<file path="src/rtl/mdu_iter_if.sv">
// rtl/mdu_iter_if.sv - request/response bundle between the execute stage and mdu_iter
interface mdu_iter_if #(
   parameter int WIDTH = 32
) ();
   logic                 flush_i;
   logic                 start_i;
   logic [2:0]           op_i;
   logic [WIDTH-1:0]     a_i;
   logic [WIDTH-1:0]     b_i;
   logic [2*WIDTH-1:0]   hilo_i;
   logic                 busy_o;
   logic                 done_o;
   logic [2*WIDTH-1:0]   result_o;
   logic                 div_zero_o;

   modport master (
      output flush_i, start_i, op_i, a_i, b_i, hilo_i,
      input  busy_o, done_o, result_o, div_zero_o
   );

   modport slave (
      input  flush_i, start_i, op_i, a_i, b_i, hilo_i,
      output busy_o, done_o, result_o, div_zero_o
   );
endinterface

</file>
<file path="src/rtl/mdu_iter.sv">
// rtl/mdu_iter.sv - iterative one-bit-per-cycle multiply/divide/accumulate unit
module mdu_iter #(
   parameter int WIDTH = 32
) (
   input  logic     clk,
   input  logic     rst,
   mdu_iter_if.slave bus
);
   localparam int CW = $clog2(WIDTH) + 1;
   localparam int W2 = 2 * WIDTH;

   typedef enum logic [1:0] {IDLE, CALC, FIX, DONE} state_t;

   state_t            state_q, state_d;
   logic [CW-1:0]     cnt_q;
   logic [2:0]        op_q;
   logic [WIDTH-1:0]  a_raw_q;
   logic [WIDTH-1:0]  d_q;
   logic [WIDTH-1:0]  hi_q, lo_q;
   logic [WIDTH-1:0]  hi_d, lo_d;
   logic [W2-1:0]     hilo_q;
   logic              neg_res_q, neg_rem_q, bzero_q;
   logic [W2-1:0]     result_q;
   logic              div_zero_q;

   logic              accept;
   logic              in_div, in_signed, a_neg, b_neg;
   logic [WIDTH-1:0]  a_mag, b_mag;
   logic              op_div;
   logic [WIDTH:0]    mul_sum, div_rem, div_diff;
   logic [W2-1:0]     prod, sprod, fix_result;
   logic [WIDTH-1:0]  quo_fix, rem_fix;

   assign accept    = bus.start_i & ~bus.flush_i & ((state_q == IDLE) | (state_q == DONE));
   assign in_div    = (bus.op_i[2:1] == 2'b01);
   assign in_signed = ~bus.op_i[0];
   assign a_neg     = in_signed & bus.a_i[WIDTH-1];
   assign b_neg     = in_signed & bus.b_i[WIDTH-1];
   assign a_mag     = a_neg ? -bus.a_i : bus.a_i;
   assign b_mag     = b_neg ? -bus.b_i : bus.b_i;
   assign op_div    = (op_q[2:1] == 2'b01);

   // hi/lo hold {partial product, multiplier} for multiply and {remainder, dividend/quotient} for divide
   always_comb begin
      mul_sum  = {1'b0, hi_q} + (lo_q[0] ? {1'b0, d_q} : '0);
      div_rem  = {hi_q, lo_q[WIDTH-1]};
      div_diff = div_rem - {1'b0, d_q};
      if (op_div) begin
         hi_d = div_diff[WIDTH] ? div_rem[WIDTH-1:0] : div_diff[WIDTH-1:0];
         lo_d = {lo_q[WIDTH-2:0], ~div_diff[WIDTH]};
      end else begin
         hi_d = mul_sum[WIDTH:1];
         lo_d = {mul_sum[0], lo_q[WIDTH-1:1]};
      end
   end

   always_comb begin
      prod    = {hi_q, lo_q};
      sprod   = neg_res_q ? -prod : prod;
      quo_fix = neg_res_q ? -lo_q : lo_q;
      rem_fix = neg_rem_q ? -hi_q : hi_q;
      case (op_q)
         3'd0, 3'd1: fix_result = sprod;
         3'd2, 3'd3: fix_result = bzero_q ? {a_raw_q, {WIDTH{1'b1}}} : {rem_fix, quo_fix};
         3'd4, 3'd5: fix_result = hilo_q + sprod;
         default:    fix_result = hilo_q - sprod;
      endcase
   end

   always_ff @(posedge clk) begin
      if (rst) state_q <= IDLE;
      else     state_q <= state_d;
   end

   always_comb begin
      state_d = state_q;
      if (bus.flush_i) begin
         state_d = IDLE;
      end else begin
         case (state_q)
            IDLE:    if (accept) state_d = CALC;
            CALC:    if (cnt_q == CW'(WIDTH - 1)) state_d = FIX;
            FIX:     state_d = DONE;
            default: state_d = accept ? CALC : IDLE;
         endcase
      end
   end

   always_comb begin
      bus.busy_o = (state_q == CALC) | (state_q == FIX);
      bus.done_o = (state_q == DONE);
   end

   assign bus.result_o   = result_q;
   assign bus.div_zero_o = div_zero_q;

   always_ff @(posedge clk) begin
      if (rst) begin
         cnt_q      <= '0;
         op_q       <= '0;
         a_raw_q    <= '0;
         d_q        <= '0;
         hi_q       <= '0;
         lo_q       <= '0;
         hilo_q     <= '0;
         neg_res_q  <= 1'b0;
         neg_rem_q  <= 1'b0;
         bzero_q    <= 1'b0;
         result_q   <= '0;
         div_zero_q <= 1'b0;
      end else begin
         if (accept) begin
            cnt_q     <= '0;
            op_q      <= bus.op_i;
            a_raw_q   <= bus.a_i;
            hilo_q    <= bus.hilo_i;
            d_q       <= in_div ? b_mag : a_mag;
            lo_q      <= in_div ? a_mag : b_mag;
            hi_q      <= '0;
            neg_res_q <= a_neg ^ b_neg;
            neg_rem_q <= a_neg;
            bzero_q   <= (bus.b_i == '0);
         end else if (state_q == CALC) begin
            cnt_q <= cnt_q + CW'(1);
            hi_q  <= hi_d;
            lo_q  <= lo_d;
         end
         // an aborted FIX leaves the previously committed result visible
         if ((state_q == FIX) && !bus.flush_i) begin
            result_q   <= fix_result;
            div_zero_q <= op_div & bzero_q;
         end
      end
   end
endmodule

</file>
<file path="src/flat_wrapper.sv">
// flat-port wrapper written by rule: the top's interface ports become plain ports
module mdu_iter_flat 
#(
   parameter int WIDTH = 32
)
  (clk, rst, bus_flush_i, bus_start_i, bus_op_i, bus_a_i, bus_b_i, bus_hilo_i, bus_busy_o, bus_done_o, bus_result_o, bus_div_zero_o);
  mdu_iter_if #(.WIDTH(WIDTH)) bus_i ();
  input  logic clk;
  input  logic rst;
  input wire logic [$bits(bus_i.flush_i)-1:0] bus_flush_i;
  input wire logic [$bits(bus_i.start_i)-1:0] bus_start_i;
  input wire logic [$bits(bus_i.op_i)-1:0] bus_op_i;
  input wire logic [$bits(bus_i.a_i)-1:0] bus_a_i;
  input wire logic [$bits(bus_i.b_i)-1:0] bus_b_i;
  input wire logic [$bits(bus_i.hilo_i)-1:0] bus_hilo_i;
  output wire logic [$bits(bus_i.busy_o)-1:0] bus_busy_o;
  output wire logic [$bits(bus_i.done_o)-1:0] bus_done_o;
  output wire logic [$bits(bus_i.result_o)-1:0] bus_result_o;
  output wire logic [$bits(bus_i.div_zero_o)-1:0] bus_div_zero_o;
  assign bus_i.flush_i = bus_flush_i;
  assign bus_i.start_i = bus_start_i;
  assign bus_i.op_i = bus_op_i;
  assign bus_i.a_i = bus_a_i;
  assign bus_i.b_i = bus_b_i;
  assign bus_i.hilo_i = bus_hilo_i;
  assign bus_busy_o = bus_i.busy_o;
  assign bus_done_o = bus_i.done_o;
  assign bus_result_o = bus_i.result_o;
  assign bus_div_zero_o = bus_i.div_zero_o;
  mdu_iter #(.WIDTH(WIDTH)) u_core (.clk(clk), .rst(rst), .bus(bus_i));
endmodule
</file>
<file path="config.mk">
export PLATFORM = sky130hd
export DESIGN_NAME = mdu_iter_flat
export DESIGN_NICKNAME = d
export VERILOG_FILES = /design/src/rtl/mdu_iter_if.sv /design/src/rtl/mdu_iter.sv /design/src/flat_wrapper.sv
export SDC_FILE = /design/constraint.sdc
export NUM_CORES = 1
export LEC_CHECK = 0
export CAP_MARGIN = 20
export CORE_MARGIN = 2
export CORE_UTILIZATION = 40
export DETAILED_ROUTE_END_ITERATION = 10
export GPL_TIMING_DRIVEN = 0
export PLACE_DENSITY = 0.58
export SLEW_MARGIN = 30
export SYNTH_ARGS = -nofsm -noshare
export SYNTH_HDL_FRONTEND = slang
export SYNTH_SLANG_ARGS = --single-unit
</file>
<file path="constraint.sdc">
create_clock -name clk -period 14.05 [get_ports clk]
set_input_delay 2.81 -clock clk [delete_from_list [all_inputs] [get_ports clk]]
set_output_delay 2.81 -clock clk [all_outputs]
set_load 0.005 [all_outputs]
</file>
==> results of run 1 <==
area by class of cell:
| cell class | instances | area [sq um] |
|---|---|---|
| multi-input cells | 2943 | 18110 |
| clock inverters | 17 | 120.1 |
| well taps | 837 | 1047 |
| flip-flops and latches | 270 | 5405 |
| clock buffers | 49 | 1051 |
| repair buffers | 202 | 2017 |
| fillers | 6497 | 32480 |
| inverters | 88 | 330.3 |
| plain buffers | 265 | 1033 |
state kept, by name, summed over array words and instances (netlist names):
name,flops
u_core.neg_res_q,1
u_core.state_q,2
u_core.hi_q,32
u_core.lo_q,32
u_core.hilo_q,64
u_core.d_q,32
u_core.bzero_q,1
u_core.a_raw_q,32
u_core.bus.div_zero_o,1
u_core.cnt_q,6
u_core.bus.result_o,64
u_core.op_q,2
u_core.neg_rem_q,1
power breakdown:
group / switching (mW) / internal [mW] / leakage, nW
clock: 0.404 / 0.530 / 0.581
combinational: 0.772 / 0.432 / 8.36
sequential: 0.0337 / 0.797 / 2.20
through the flow:
step | cells | instance area [sq um] | total power, mW | hold slack [ns]
6_report | 4671 | 29110 | 2.969 | 0.4545
5_1_grt | 4671 | 29110 | 3.108 | 0.4785
4_1_cts | 4671 | 29110 | 2.947 | 0.4537
3_5_place_dp | 4605 | 27940 | 2.015 | 0.4459
3_3_place_gp | 4604 | 27900 | 2.018 | 0.4407
2_1_floorplan | 3566 | 24840 | 1.655 | 0.4312
cells by family after synthesis:
| logic type | synth area share (%) |
|---|---|
| AOI/OAI and AO/OA | 28.94 |
| xor gates and xnor gates | 11.52 |
| adders and majority gates | 7.142 |
| buffers and inverters | 5.465 |
| DFF | 21.76 |
| muxes | 0.6649 |
| and+or+nand+nor | 24.50 |
worst register-to-register path, cell delays in order, from the launching register on:
cell	delay (ns)
dfxtp_1	0.32
buf_2	0.21
clkinv_1	0.26
clkbuf_1	0.66
ha_1	0.47
or3b_1	0.38
a211oi_1	0.57
o2111ai_1	0.39
a211oi_2	0.38
and4_1	0.30
or4b_4	0.52
nor3_1	0.42
a21oi_1	0.14
xnor2_1	0.18
ha_1	0.29
clkbuf_1	0.28
and2_1	0.21
nand3_1	0.10
or3_1	0.44
nand2b_1	0.17
a21oi_1	0.45
o21bai_1	0.18
a31oi_1	0.29
nand3_1	0.17
o2111ai_1	0.28
xnor2_1	0.13
a2111oi_0	0.42
synthesized netlist by cell type, types with 13 or more instances:
cell type    n  area share, %
a21o_1      72            2.2
nand4_1     36           0.91
o41ai_1     18           0.63
o211ai_1    74            2.2
nor2_1     335            5.1
ha_1       137            6.9
or3_1       25           0.63
nor4_1      33           0.83
nand2b_1    39           0.98
inv_1       86            1.3
nor3_1      63            1.3
o21ai_0    224            4.5
xor2_1     155            5.5
a21oi_1    398            8.0
a211oi_1    77            2.3
nand2_1    599            9.1
o21a_1      20           0.60
dfxtp_1    270             22
and3_1      25           0.63
a31oi_1     31           0.78
nand3_1     58            1.2
and2_1      13           0.33
clkbuf_1   232            3.5
xnor2_1    170            6.0
nor2b_1     21           0.53
a311oi_1    24           0.85
buf_1       19           0.29
o31ai_1     26           0.79
o21bai_1    24           0.73
routing by layer:
layer	part of all wire, %	vias to the layer above
li1	-	13210
met1	43	12760
met2	43	1191
met3	8.2	224
met4	5.3	0
met5	0	-
placed cells by master (no fill, tap or decap), types with 18 or more instances in the layout:
cell type,Yosys,layout
dfxtp_1,270,270
nor3_1,63,63
o21a_1,20,20
o21ai_0,224,224
a31oi_1,31,31
buf_1,19,19
a211oi_1,77,77
nand2_1,599,599
o211ai_1,74,74
nand4_1,36,36
clkbuf_16,0,37
clkdlybuf4s50_1,0,201
ha_1,137,137
nor4_1,33,31
nor2_1,335,334
o41ai_1,18,18
a21oi_1,398,397
o21bai_1,24,24
a21o_1,72,72
o31ai_1,26,26
clkbuf_1,232,231
and3_1,25,25
nand3_1,58,58
xnor2_1,170,170
nand2b_1,39,39
inv_1,86,86
or3_1,25,25
nor2b_1,21,21
xor2_1,155,155
a311oi_1,24,24
worst paths after layout:
| check | start | to | cells after the start |
|---|---|---|---|
| max | u_core.lo_q[0]$_SDFFE_PP0P_ | u_core.bus.result_o[61]$_SDFFE_PP0P_ | 26 |
| min reg2reg | u_core.d_q[16]$_SDFFE_PP0P_ | u_core.d_q[16]$_SDFFE_PP0P_ | 2 |
| max reg2reg | u_core.lo_q[0]$_SDFFE_PP0P_ | u_core.bus.result_o[61]$_SDFFE_PP0P_ | 26 |
| min | u_core.d_q[16]$_SDFFE_PP0P_ | u_core.d_q[16]$_SDFFE_PP0P_ | 2 |
==> impl_metrics.env, run 1 <==
export IMPL_status="finished, final reports clean"
export IMPL_die_area_sq_um=64110
export IMPL_crit_type="reg2reg"
export IMPL_initial_core_util_pct=40.33
export IMPL_routed_wirelength_um=106900
export IMPL_dieHeight_um=253.2
export IMPL_cts_root_buf="clkbuf_16"
export IMPL_hold_path_class="reg2reg"
export IMPL_max_cap_violations=0
export IMPL_cp_data_arrival_time_ns=9.17
export IMPL_grt_met3_usage_pct=5.479
export IMPL_cts_tree="done"
export IMPL_post_cts_buffers=0
export IMPL_drt_iter0_markers=2623
export IMPL_slew_headroom_pct=32.15
export IMPL_finalHoldViolCount=0
export IMPL_cp_num_buf_inv=4
export IMPL_cts_made_buffers=36
export IMPL_path_clk_slew_ns=0.07
export IMPL_synth_cell_types=98
export IMPL_post_place_ws_ns=5.473
export IMPL_cpMaxStageDelayCell="clkbuf_1"
export IMPL_finalCritPeriodShare_pct=61.99
export IMPL_startpoint_type="register"
export IMPL_std_cell_rows=91
export IMPL_worst_pin_slew_ns=1.005
export IMPL_critPathRequiredTime_ns=14.51
export IMPL_gr_usage_met2_pct=50.82
export IMPL_num_vias=27380
export IMPL_vias_per_cell=5.862
export IMPL_cts_sinks=270
export IMPL_layout_nets=4081
export IMPL_async_reset_ff_share_pct=0
export IMPL_first_global_vias=25340
export IMPL_ys_seq_area_share_pct=21.76
export IMPL_critPathMaxStageDelay_ns=0.66
export IMPL_rrSetupSlack_ns=5.34
export IMPL_htreeDepth=2
export IMPL_power_density_nw_per_um2=102.0
export IMPL_period_needed_ns=8.709
export IMPL_insertion_delay_ns=0.58
export IMPL_portBuffers=201
export IMPL_synthFlopType="dfxtp_1"
export IMPL_cts_buffer_depth=3
export IMPL_hpwl_um=86700
export IMPL_setup_ws_ns=5.341
export IMPL_power_static_leakage_nw=11.14
export IMPL_cp_top_family="compound AO/OA/AOI/OAI gates"
export IMPL_syn_to_final_growth_pct=17.20
export IMPL_synth_edf_count=0
export IMPL_fin_util_pct=47.26
export IMPL_die_w_um=253.2
export IMPL_cts_hold_buffers=0
export IMPL_antenna_cells=0
export IMPL_avgSynthCellArea_sq_um=6.966
export IMPL_routedWlPerCell_um=22.90
export IMPL_cts_resized=0
export IMPL_syn_instance_count=3566
export IMPL_synthesis_nets=3841
export IMPL_worstPathMaxFanout=10
export IMPL_grt_start_max_net_pins=14
export IMPL_ioPinCount=202
export IMPL_grt_setup_unrepaired="no"
export IMPL_drtPass1Iterations=6
export IMPL_vdd_drop_max_uv=72.11
export IMPL_place_congestion=0.9857
export IMPL_fin_skew_ns=0.02606
export IMPL_drv_slew=0
export IMPL_grt_pass1_wl_um=158300
export IMPL_busiest_layer="met2"
export IMPL_synth_area_sq_um=24840
export IMPL_ys_ff_latch=270
export IMPL_final_layout_size_suffix_gt1_share_pct=3.886
export IMPL_drc_errors=0
export IMPL_track_usage_pct=32.52
export IMPL_end_kind="register"
export IMPL_core_area_sq_um=61600
export IMPL_yosysWarnings=0
export IMPL_setup_viol=0
export IMPL_tns_ns=0
export IMPL_fmax_mhz=114.8
export IMPL_use_met1_pct=43.37
export IMPL_antenna_found_initial=2
export IMPL_antenna_left=0
export IMPL_gr_total_overflow=0
Power figures use the tool's default switching activity.
==> run 2: changes to the inputs <==
--- a/config.mk
+++ b/config.mk
@@ -10,7 +10,7 @@
 export CORE_UTILIZATION = 40
 export DETAILED_ROUTE_END_ITERATION = 10
 export GPL_TIMING_DRIVEN = 0
-export PLACE_DENSITY = 0.58
+export PLACE_DENSITY = 0.61
 export SLEW_MARGIN = 30
 export SYNTH_ARGS = -nofsm -noshare
 export SYNTH_HDL_FRONTEND = slang
==> constraint.sdc (replaced) <==
create_clock -name clk -period 7.3 [get_ports clk]
set_input_delay 1.46 -clock clk [delete_from_list [all_inputs] [get_ports clk]]
set_output_delay 1.46 -clock clk [all_outputs]
set_load 0.005 [all_outputs]
==> impl_metrics.env, run 2 (same netlist as run 1, synthesis figures left out) <==
export IMPL_status="finished, final reports clean"
export IMPL_insertion_delay_ns=0.57
export IMPL_routed_wirelength_um=106900
export IMPL_startpoint="u_core.lo_q[0]$_SDFFE_PP0P_"
export IMPL_stdcell_area_sq_um=29580
export IMPL_finalHoldViolCount=0
export IMPL_grt_pass1_wl_um=156600
export IMPL_cts_root_buf="clkbuf_16"
export IMPL_antenna_found_initial=2
export IMPL_vdd_drop_max_uv=145.0
export IMPL_antenna_cells=0
export IMPL_setup_ws_ns=0.3541
export IMPL_grt_start_max_net_pins=20
export IMPL_post_place_ws_ns=-1.396
export IMPL_core_area_sq_um=61600
export IMPL_cts_made_buffers=38
export IMPL_syn_to_final_growth_pct=19.07
export IMPL_cts_tree="done"
export IMPL_cts_buffer_depth=3
export IMPL_r2r_end="u_core.bus.result_o[56]$_SDFFE_PP0P_"
export IMPL_worst_r2r_cell_count=28
export IMPL_drtPass1Iterations=6
export IMPL_dieHeight_um=253.2
export IMPL_final_layout_size_suffix_gt1_share_pct=4.867
export IMPL_routedWlPerCell_um=22.85
export IMPL_hpwl_um=86230
export IMPL_layout_nets=4091
export IMPL_endpoint="u_core.bus.result_o[56]$_SDFFE_PP0P_"
export IMPL_hold_path_class="reg2reg"
export IMPL_crit_top_cell="buf_4"
export IMPL_drt_iter0_markers=2796
export IMPL_htreeDepth=2
export IMPL_fmax_mhz=144.0
export IMPL_grt_setup_unrepaired="no"
export IMPL_whs_ns=0.4514
export IMPL_num_vias=27570
export IMPL_portBuffers=201
export IMPL_antenna_left=0
export IMPL_startpoint_type="register"
export IMPL_period_needed_ns=6.946
export IMPL_crit_type="reg2reg"
export IMPL_cp_data_arrival_time_ns=7.36
export IMPL_track_usage_pct=32.16
export IMPL_rrSetupSlack_ns=0.35
export IMPL_worstPathMaxFanout=10
export IMPL_power_density_nw_per_um2=201.4
export IMPL_std_cell_rows=91
export IMPL_first_global_vias=24980
export IMPL_worst_pin_slew_ns=1.058
export IMPL_drc_errors=0
export IMPL_dpl_cell_area_sq_um=27940
export IMPL_slew_headroom_pct=29.45
export IMPL_fin_util_pct=48.01
export IMPL_cpMaxStageDelayCell="or4b_2"
export IMPL_gr_total_overflow=0
export IMPL_ioPinCount=202
export IMPL_max_cap_violations=0
export IMPL_cts_sinks=270
export IMPL_die_w_um=253.2
export IMPL_finalCritPeriodShare_pct=95.15
export IMPL_vias_per_cell=5.891
export IMPL_die_area_sq_um=64110
export IMPL_power_static_leakage_nw=11.32
export IMPL_r2r_start="u_core.lo_q[0]$_SDFFE_PP0P_"
export IMPL_drv_slew=0
export IMPL_most_common_layout_cells="599 x nand2_1, 395 x a21oi_1, 333 x nor2_1"
export IMPL_end_kind="register"
export IMPL_critPathRequiredTime_ns=7.71
export IMPL_critPathMaxStageDelay_ns=0.66
export IMPL_place_congestion=1.022
export IMPL_final_common_cell="nand2_1"
export IMPL_setup_viol=0
export IMPL_path_clk_slew_ns=0.06
export IMPL_initial_core_util_pct=40.33
export IMPL_fin_skew_ns=0.01767
run 2: how the worst min path moves through the flow:
stage                                         start                         endpoint  slack, ns  cells after the start
CTS                     u_core.d_q[20]$_SDFFE_PP0P_      u_core.d_q[20]$_SDFFE_PP0P_       0.45                      2
global placement        u_core.d_q[14]$_SDFFE_PP0P_      u_core.d_q[14]$_SDFFE_PP0P_       0.44                      2
global route             u_core.d_q[2]$_SDFFE_PP0P_       u_core.d_q[2]$_SDFFE_PP0P_       0.46                      2
detailed placement      u_core.d_q[20]$_SDFFE_PP0P_      u_core.d_q[20]$_SDFFE_PP0P_       0.45                      2
floorplan           u_core.a_raw_q[18]$_SDFFE_PP0P_  u_core.a_raw_q[18]$_SDFFE_PP0P_       0.43                      2
finish                   u_core.d_q[2]$_SDFFE_PP0P_       u_core.d_q[2]$_SDFFE_PP0P_       0.45                      2
run 2: what timing repair did:
| action | CTS | global route |
|---|---|---|
| buffers inserted | 2 | 10 |
| pin swaps | 1 | 7 |
| resized for setup | 18 | 35 |
| hold buffers | 0 | 0 |
| endpoints found under the setup margin | 28 | 19 |
run 2: layout make-up:
type	count	area (sq um)
Buffer	262	1041
Clock buffer	53	1099
Clock inverter	13	197.7
Fill cell	6409	32020
Inverter	88	332.8
Multi-Input combinational cell	2943	18350
Sequential cell	270	5405
Tap cell	837	1047
Timing Repair Buffer	213	2102
run 2: layer usage:
metal  share of wire (%)  up-vias  track usage (%)
met5                   0        -                0
met4                 4.7        0            13.90
met3                 7.7      185            4.513
met2                  43     1252            50.42
met1                  44    12930            43.86
li1                    -    13190                -
run 2: through the flow:
| stage | total power, mW | TNS, ns | instances |
|---|---|---|---|
| finish | 5.957 | 0 | 4679 |
| global route | 6.222 | 0 | 4679 |
| CTS | 5.873 | 0 | 4670 |
| detailed placement | 3.878 | -20.57 | 4604 |
| global placement | 3.879 | -27.67 | 4604 |
| floorplan | 3.186 | 0 | 3566 |
run 2: critical path: cells and delay by family, from the launching register on:
kind            cells  cell delay, ns
simple gates        8            2.12
compound gates      7            1.52
flops               1            0.32
buf+inv             8            1.62
fa+ha+maj           2            0.47
xor+xnor            3            0.77
run 2: power by group:
part / total [mW] / leakage [nW] / switching (mW) / internal, mW
Clock: 1.98 / 0.642 / 0.753 / 1.22
Combinational: 2.39 / 8.49 / 1.52 / 0.865
Sequential: 1.60 / 2.20 / 0.0610 / 1.53
==> edit (settings of run 2) <==
`WIDTH` is set to 32 in 3 places; all go to 16.
--- a/src/rtl/mdu_iter_if.sv
+++ b/src/rtl/mdu_iter_if.sv
@@ -1,5 +1,5 @@
 // rtl/mdu_iter_if.sv - request/response bundle between the execute stage and mdu_iter
 interface mdu_iter_if #(
-   parameter int WIDTH = 32
+   parameter int WIDTH = 16
 ) ();
    logic                 flush_i;
--- a/src/rtl/mdu_iter.sv
+++ b/src/rtl/mdu_iter.sv
@@ -1,5 +1,5 @@
 // rtl/mdu_iter.sv - iterative one-bit-per-cycle multiply/divide/accumulate unit
 module mdu_iter #(
-   parameter int WIDTH = 32
+   parameter int WIDTH = 16
 ) (
    input  logic     clk,
--- a/src/flat_wrapper.sv
+++ b/src/flat_wrapper.sv
@@ -2,5 +2,5 @@
 module mdu_iter_flat 
 #(
-   parameter int WIDTH = 32
+   parameter int WIDTH = 16
 )
   (clk, rst, bus_flush_i, bus_start_i, bus_op_i, bus_a_i, bus_b_i, bus_hilo_i, bus_busy_o, bus_done_o, bus_result_o, bus_div_zero_o);
Ports: changed (resized bus_a_i, bus_b_i, bus_hilo_i and bus_result_o); port bits go from 202 to 106. No check against the original RTL was run, so the function may have changed too.
==> edit against run 2 <==
  * Area after synthesis is 52% lower
  * Largest cell class unchanged
  * Non-clock buffer count is 254 lower
  * Cell area is 53% lower
  * Combinational power is 53% lower
  * Routed wire length is 60% lower
  * Power is 53% lower
  * Sequential cell count is 129 lower
  * Hold slack better by 0.0023 ns
  * Core utilization is 0.57 points lower
  * Largest power group unchanged
  * Worst setup slack better by 0.26 ns
  * Critical endpoint is now u_core.bus.result_o[30]$_SDFFE_PP0P_
==> edit: results (changes against run 2) <==
- Kind of cell adding the most delay to the critical path: compound AO/OA/AOI/OAI gates (was simple AND/OR/NAND/NOR gates)
- Routability cong.: 0.951 (was 1.02)
- Via count: 12500 (was 27600)
- RR Endpoint: u_core.bus.result_o[30]$_SDFFE_PP0P_ (was u_core.bus.result_o[56]$_SDFFE_PP0P_)
- Syn Nets: 1829 (was 3841)
- Worst Hold Launch: u_core.d_q[4]$_SDFFE_PP0P_ (was u_core.d_q[2]$_SDFFE_PP0P_)
- Crit path DAT: 7.06 ns (was 7.36 ns)
- Initial antenna violation count: 0 (was 2)
- Total wire length: 43200 um (was 107000 um)
- Final Skew: 0.0117 ns (was 0.0177 ns)
- Unique masters post-synth: 75 (was 98)
- Hold path endpoint: u_core.d_q[4]$_SDFFE_PP0P_ (was u_core.d_q[2]$_SDFFE_PP0P_)
- Worst slack, placed: 0.136 ns (was -1.40 ns)
- H-tree depth: 4 (was 2)
- Most instantiated cells after synthesis: nand2_1, a21oi_1, dfxtp_1, nor2_1, o21ai_0 (was nand2_1, a21oi_1, nor2_1, dfxtp_1, clkbuf_1)
- Clk_lat worst skew: 0.44 ns (was 0.57 ns)
- Largest net degree at the start of global routing: 17 (was 20)
- DR WL/cell: 19.6 um (was 22.9 um)
- Drt pass-1 iters: 5 (was 6)
- Seq/Total Area, Yosys: 23.6% (was 21.8%)
- Quantity of gates resized following cts: 0 (was 18)
- Peak supply drop: 0.160 mV (was 0.145 mV)
- Placed inst area: 13500 um^2 (was 27900 um^2)
- Status: complete, no violations (unchanged)
- R2R Setup Slk: 0.61 ns (was 0.35 ns)
- Hold_ws: 0.454 ns (was 0.451 ns)
- Cell count after synthesis: 1680 (was 3566)
- Initial DRC Count: 964 (was 2796)
- DP Wirelength: 34300 um (was 86200 um)
- Total CTS buffers: 17 (was 38)
- Placed insts: 2175 (was 4604)
- CP max stage cell: a211oi_1 (was or4b_2)
- Layout cells sized above 1: 2.92% (was 4.87%)
==> edit: cell types whose count changed after synthesis, moves of 82 or more <==
cell,change
nand2_1,-322
xor2_1,-82
a21oi_1,-207
nor2_1,-195
o21ai_0,-119
clkbuf_1,-137
xnor2_1,-86
dfxtp_1,-129
==> edit: cell type report <==
| class | count | area, um^2 |
|---|---|---|
| buffer | 116 | 463 |
| clock buffer | 21 | 450 |
| clock inverter | 11 | 83.8 |
| fill | 3081 | 15500 |
| inverter | 46 | 176 |
| multi-input combinational | 1376 | 8490 |
| sequential | 141 | 2820 |
| tap | 390 | 488 |
| timing repair buffer | 105 | 1050 |
==> edit: layer usage <==
metal  track usage [%]  up-vias  wire length (um)
li1                  -     6216                 -
met1              36.0     5777             19800
met2              46.3      423             19900
met3              3.67       64              2260
met4              10.2        0              1260
met5                 0        -                 0
==> edit: cell families (layout without fill, tap and decap cells) <==
family                     after synthesis  in the layout  share of synthesized area (%)
adders and majority gates               78             78                           8.36
muxes                                   11             11                          0.953
DFF                                    141            141                           23.6
buffers and inverters                  163            299                           5.35
and+or+nand+nor                        606            606                           23.1
AOI/OAI and AO/OA                      524            524                           27.1
xor gates and xnor gates               157            157                           11.5
==> edit: worst reg2reg max path, delay by kind of cell (launching register included) <==
family / cells / cell delay [ns]
AO/OA/AOI/OAI: 9 / 3.05
XOR/XNOR: 3 / 0.58
adder cells (fa/ha/maj): 2 / 0.67
buffers and inverters: 3 / 1.25
flip-flops: 1 / 0.43
AND/OR/NAND/NOR: 4 / 0.60
==> edit: power by group <==
part	switching (mW)	internal, mW	leakage, nW
Sequential	0.0276	0.802	1.15
Clock	0.380	0.448	0.251
Combinational	0.688	0.444	3.82
